File: config.mk
export PLATFORM = sky130hd
export DESIGN_NAME = dieu_khien_cuon
export DESIGN_NICKNAME = d
export VERILOG_FILES = /design/src/rtl/dieu_khien_cuon_pkg.sv /design/src/rtl/dieu_khien_cuon_chia_tan.sv /design/src/rtl/dieu_khien_cuon.sv
export SDC_FILE = /design/constraint.sdc
export NUM_CORES = 1
export LEC_CHECK = 0
export BUFFER_PORTS_ARGS = -buffer_cell sky130_fd_sc_hd__buf_2
export CORE_MARGIN = 2
export CORE_UTILIZATION = 45
export CTS_CLUSTER_DIAMETER = 200
export DETAILED_ROUTE_END_ITERATION = 8
export PLACE_DENSITY = 0.63
export SYNTH_ARGS = -nofsm -noshare
export SYNTH_HDL_FRONTEND = slang
export SYNTH_SLANG_ARGS = --single-unit
File: constraint.sdc
create_clock -name CLK -period 2.5 [get_ports CLK]
set_clock_uncertainty 0.15 [all_clocks]
set_input_delay 0.25 -clock CLK [delete_from_list [all_inputs] [get_ports CLK]]
set_output_delay 0.25 -clock CLK [all_outputs]
set_load 0.02 [all_outputs]
File: src/rtl/dieu_khien_cuon_pkg.sv
`default_nettype none
// ============================================================================
// Module   : dieu_khien_cuon_pkg
// Brief    : Shared widths and direction encodings for the scroll controller.
// Revision : 1.0 - initial release
// ============================================================================
package dieu_khien_cuon_pkg;
   localparam int   POS_W   = 3;
   localparam int   NUM_POS = 8;
   localparam logic DIR_UP  = 1'b0;
   localparam logic DIR_DN  = 1'b1;
endpackage
`default_nettype wire

File: src/rtl/dieu_khien_cuon_chia_tan.sv
`default_nettype none
// ============================================================================
// Module   : chia_tan
// Brief    : Prescaler; counts 0..DIV-1 while enabled, pulses on the wrap cycle.
// Revision : 1.0 - initial release
// ============================================================================
module chia_tan #(
   parameter int DIV = 25_000_000
) (
   input  logic CLK,
   input  logic RST,
   input  logic EN,
   output logic STEP_PULSE
);
   localparam int              CNT_W   = (DIV > 1) ? $clog2(DIV) : 1;
   localparam logic [CNT_W-1:0] CNT_MAX = CNT_W'(DIV - 1);

   logic [CNT_W-1:0] cnt;

   assign STEP_PULSE = EN && (cnt == CNT_MAX);

   // Disabling clears the count so the next enable starts a full period.
   always_ff @(posedge CLK) begin
      if (RST || !EN) begin
         cnt <= '0;
      end else if (cnt == CNT_MAX) begin
         cnt <= '0;
      end else begin
         cnt <= cnt + 1'b1;
      end
   end
endmodule
`default_nettype wire

File: src/rtl/dieu_khien_cuon.sv
`default_nettype none
// ============================================================================
// Module   : dieu_khien_cuon
// Brief    : Scroll position source for the HELLO display (auto tick or button).
//            Define SCROLL_BOUNCE_EN for ping-pong instead of wrap-around.
// Revision : 1.0 - initial release
// ============================================================================
module dieu_khien_cuon
   import dieu_khien_cuon_pkg::*;
#(
   parameter int DIV = 25_000_000
) (
   input  logic             CLK,
   input  logic             RST,
   input  logic             RUN,
   input  logic             DIR,
   input  logic             STEP,
   output logic [POS_W-1:0] POS,
   output logic             TICK
);
   localparam logic [POS_W-1:0] POS_MAX = POS_W'(NUM_POS - 1);
   localparam logic [POS_W-1:0] POS_MIN = '0;

   logic             auto_step;
   logic             sync1, sync2, sync3;
   logic             btn_edge;
   logic             do_step;
   logic [POS_W-1:0] pos_next;
`ifdef SCROLL_BOUNCE_EN
   logic             dir_flag;
   logic             dir_flag_next;
`endif

   chia_tan #(
      .DIV        (DIV)
   ) u_chia_tan (
      .CLK        (CLK),
      .RST        (RST),
      .EN         (RUN),
      .STEP_PULSE (auto_step)
   );

   assign btn_edge = sync2 & ~sync3;
   assign do_step  = RUN ? auto_step : btn_edge;

   always_comb begin
      pos_next = POS;
`ifdef SCROLL_BOUNCE_EN
      dir_flag_next = dir_flag;
      if (dir_flag == DIR_UP) begin
         if (POS == POS_MAX) begin
            pos_next      = POS - 1'b1;
            dir_flag_next = DIR_DN;
         end else begin
            pos_next = POS + 1'b1;
         end
      end else begin
         if (POS == POS_MIN) begin
            pos_next      = POS + 1'b1;
            dir_flag_next = DIR_UP;
         end else begin
            pos_next = POS - 1'b1;
         end
      end
`else
      pos_next = (DIR == DIR_UP) ? POS + 1'b1 : POS - 1'b1;
`endif
   end

   // Synchronizer resets high so a button held through reset is not a press.
   always_ff @(posedge CLK) begin
      if (RST) begin
         sync1 <= 1'b1;
         sync2 <= 1'b1;
         sync3 <= 1'b1;
         POS   <= '0;
         TICK  <= 1'b0;
`ifdef SCROLL_BOUNCE_EN
         dir_flag <= DIR_UP;
`endif
      end else begin
         sync1 <= STEP;
         sync2 <= sync1;
         sync3 <= sync2;
         TICK  <= do_step;
         if (do_step) begin
            POS <= pos_next;
`ifdef SCROLL_BOUNCE_EN
            dir_flag <= dir_flag_next;
`endif
         end
      end
   end
endmodule
`default_nettype wire

* Word-level counts from Yosys, hierarchy flattened
Index checks and enable logic that the tools add are counted. Widths: inputs -> output; s select.
Cells by class: add/subtract/negate cells 3, multiply operators 0, div/mod/pow operators 0, magnitude comparators 0, equal/unequal tests 1, shift-type cells 0, multiplexer cells 2, bitwise logic cells 2, reduce and logical (&&, ||, !) cells 4
Operator list (number):
- $add 25x1->25 const B | 1
- $eq 25x25->1 const B | 1
- $add 3x1->3 const B | 1
- $mux 3 | 1
- $sub 3x1->3 const B | 1
- $reduce_or 2->1 | 1
- $and 1x1->1 | 1
- $logic_and 1x1->1 | 1
- $logic_not 1->1 | 1
- $logic_or 1x1->1 | 1
- $mux 1 | 1
- $not 1->1 | 1
Word-level totals: register bits 32, bits in latches 0, bits in writable memories 0, memory bits (read-only) 0, input bits 5, output and inout port bits 4, logic and storage cells 18, memories kept 0

* Longest topological paths before layout
depth in word-level cells 3, depth in mapped cells 7, gate-level depth less buffers 6

* Modules after synthesis
A second synthesis with hierarchy kept.
Unflattened totals: cell total of the unflattened synthesis 166, area, all modules 1495.2 µm²
Modules (own cells, without submodules):
- chia_tan | times used 1, cells an instance 139, area each 1203.7 µm², sequential area each 500.5 µm²
- dieu_khien_cuon | times used 1, cells an instance 27, area each 291.5 µm², sequential area each 140.1 µm²

* Worst setup path after synthesis
Ideal clock, no wire load.
path kind register -> register, from register u_chia_tan.cnt[17], to register u_chia_tan.cnt[10], library setup time 0.117 ns, data arrival time 1.722 ns, required time 2.233 ns, path slack 0.511 ns, cell stages (with the launch flop) 6, path buffers 1, clock period less this slack 1.989 ns, cell sequence dfxtp_1 > or4b_1 > nor4_4 > a211o_2 > buf_2 > nor2_1
Between the ends: word-level cells in the longest chain between the ends 2
RTL lines:
- start: declaration | RTL line dieu_khien_cuon_chia_tan.sv:18 | logic [CNT_W-1:0] cnt;
- start signal: assignment | RTL line dieu_khien_cuon_chia_tan.sv:29 | cnt <= cnt + 1'b1;
- $eq 25x25->1 | RTL line dieu_khien_cuon_chia_tan.sv:26 | end else if (cnt == CNT_MAX) begin
- $reduce_or 2->1 (no source line)
No other way between the ends. A chain may end at the register's enable or synchronous reset.

* Final worst setup path
from register u_chia_tan.cnt[4], to register u_chia_tan.cnt[23]
Between the ends: word-level cells in the longest chain between the ends 2, elaborated cells between the ends (all ways) 3, classes of those cells add/sub: 1; eq/ne: 1; reduce/logical: 1
RTL lines:
- parallel branches: the longest is 2 deep, another holds $add 25x1->25
Several ways; the timed one is not identified.

==> metrics.yaml <==
syn_nets: 186
setup_slack_ns: 0.311
grt_pass1_vias: 1256
dieArea_um2: 3890
nets: 197
crit_buf_inv: 0
synthTopCellsByArea: "dfxtp_1, xnor2_1, nor2_1"
num_rows: 21
swShare_pct: 22.4
max_freq_mhz: 457
synth_top_cells_by_count: "dfxtp_1, nor2_1, xnor2_1"
drc: 0
die_height_um: 62.4
cp-end-kind: "flip-flop"
synth-seq-cells: 32
slowest_delay_ns: 0.69
initial_core_util_pct: 46.3
overflow: 0
syn_to_final_growth_pct: 8.49
finalSetupViolCount: 0
crit_arrival_ns: 2.30
ys.flop_type: "dfxtp_1"
grt_max_degree: 25
cts_resized: 0
clock-sinks: 32
ios: 9
yosys.area.top_type_share_pct: 41.8
post-route-util_pct: 50.2
multi_input_area_um2: 828
wl_per_cell_um: 12.8
io_buffers: 8
power.switching_w: 0.000179
slew_violations: 0
period_share_pct: 87.5
cp_common_cell: "or4_1"
cp_max_fo: 9
fillers: 331
seq_area_frac_synth_pct: 41.8
yosysMostFrequentCell: "dfxtp_1"
clock_latency_ns: 0.33
crit_family: "simple AND/OR/NAND/NOR gates"
maxCapViolCount: 0
yosysWarningCount: 0
postRouteAntennaNets: 0
avgSynthCellArea_um2: 8.56
power.total_w: 0.000798
critPathRequiredTime_ns: 2.61
hold_viol: 0
grtUsageTotal_pct: 18.3
p_seq_share_pct: 64.9
combPwrFrac_pct: 4.3
place.gp.congestion: 0.773
clockRootBuffer: "clkbuf_4"
drtIter0Drc: 96
final.setup.tns_ns: 0
yosysTopAreaCell: "dfxtp_1"
clk_pin_slew_ns: 0.08
synthCells: 179
p_int_w: 0.000620
ir_worst_vdd_v: 0.000370
dr_total_vias: 1307
first_pass_iters: 4
drive_above_1_share_pct: 12.8
outcome: "completed"
crit_type: "flip-flop to flip-flop"
crit_slowest_cell: "or4_1"
antenna_cells: 0
cts_buffer_depth: 2
pre_cts_ws_ns: 0.355
finalWirelength_um: 2990
die_x_um: 62.4
max_slew.worst_pin.slew_ns: 0.446
clkPwrFrac_pct: 30.8
cp_cell_sequence: "nand3_1 -> or4_1 -> or4_1 -> a21oi_1"
synth_area_um2: 1530
cp-start-kind: "flip-flop"
regArea_um2: 641
max_slew_margin_pct: 70.2
rsz0062_at_grt: "no"
cts_made_buffers: 5
yosysUniqueCellTypes: 35
grt_pass1_wl_um: 5610
h-tree-depth: 2
async_reset_ff_share_pct: 0
synth-edff-count: 0
reg2reg_slack_ns: 0.31
min_period_ns: 2.19
place_hpwl_um: 2100
hp-class: "primary input to flip-flop"
antenna_found_initial: 0
p_per_area_nw_per_um2: 480
power.leakage_nw: 0.517
core-area_um2: 3310
vias_per_cell: 5.59
cts_tree: "done"
power groups by stage:
stage	clock network (W)	registers, W	logic [W]
floorplan	0	0.000531	0.0000221
global placement	0	0.000529	0.0000315
detailed placement	0	0.000530	0.0000335
CTS	0.000255	0.000518	0.0000349
global route	0.000274	0.000519	0.0000399
finish	0.000246	0.000518	0.0000344
final timing paths:
check / to / depth (start not counted) / from
worst max-delay path: u_chia_tan.cnt[23] / 4 / u_chia_tan.cnt[4]
worst min-delay path: POS[1] / 2 / RST
worst max register to register: u_chia_tan.cnt[23] / 4 / u_chia_tan.cnt[4]
worst min register to register: sync2 / 1 / sync1
cell usage in the layout, fill, tap and decap left out:
master          n
a2111o_1        1
a211o_1         1
a211o_2         1
a211oi_1        1
a21oi_1        10
a311oi_1        1
a31o_2          1
a31oi_1         2
and2_1          2
and3_1          2
and4_1          3
buf_2           8
buf_4           2
clkbuf_4        5
dfxtp_1        32
dlygate4sd3_1   1
fa_1            1
ha_1            1
inv_1           9
nand2_1        11
nand2b_1        2
nand3_1        11
nand4_1         3
nand4_2         2
nor2_1         20
nor3_1          6
nor4_1          5
nor4_4          1
o21ai_0         6
o31ai_1         3
o41ai_1         1
or2_2           4
or3_1           8
or4_1           5
or4b_1          2
xnor2_1        12
xor2_1          2
flip-flops by register name, summed over array words and instances, names as in the netlist:
register and flops:
TICK 1, u_chia_tan.cnt 25, sync2 1, sync1 1
POS 3, sync3 1
routing by layer:
metal,vias to the layer above,GRT usage (%),wire length [µm]
met4,0,8.33,69
li1,663,-,-
met3,6,5.98,138
met1,612,23.4,1420
met2,26,28.0,1360
met5,-,0,0
logic make-up (layout without fill, tap and decap cells):
logic type	count (synthesis)	after routing	share of synthesized area [%]
buffers and inverters	16	25	4.16
AO/OA/AOI/OAI	28	28	11.7
flip-flops	32	32	41.8
AND/OR/NAND/NOR	87	87	32.2
adder cells (fa/ha/maj)	2	2	2.12
XOR/XNOR	14	14	8.00
through the flow:
stage | hold WS (ns) | instance area [µm²] | cells
detailed placement | 0.250 | 1620 | 228
global placement | 0.242 | 1620 | 228
CTS | 0.0750 | 1660 | 234
global route | 0.0968 | 1660 | 234
floorplan | 0.204 | 1530 | 179
finish | 0.0838 | 1660 | 234
final cells by class:
type                            instances  share of cell area, %
Clock buffer                            5                   2.26
Inverter                                9                   2.03
Multi-Input combinational cell        131                   49.8
Sequential cell                        32                   38.5
Tap cell                               46                   3.46
Timing Repair Buffer                   11                   3.91
repair_timing:
action                    4_1_cts  5_1_grt
hold buffers                    1        0
setup buffers                   0        0
hold endpoints to repair        1        0
No activity file was read; power rests on OpenSTA's default activity.
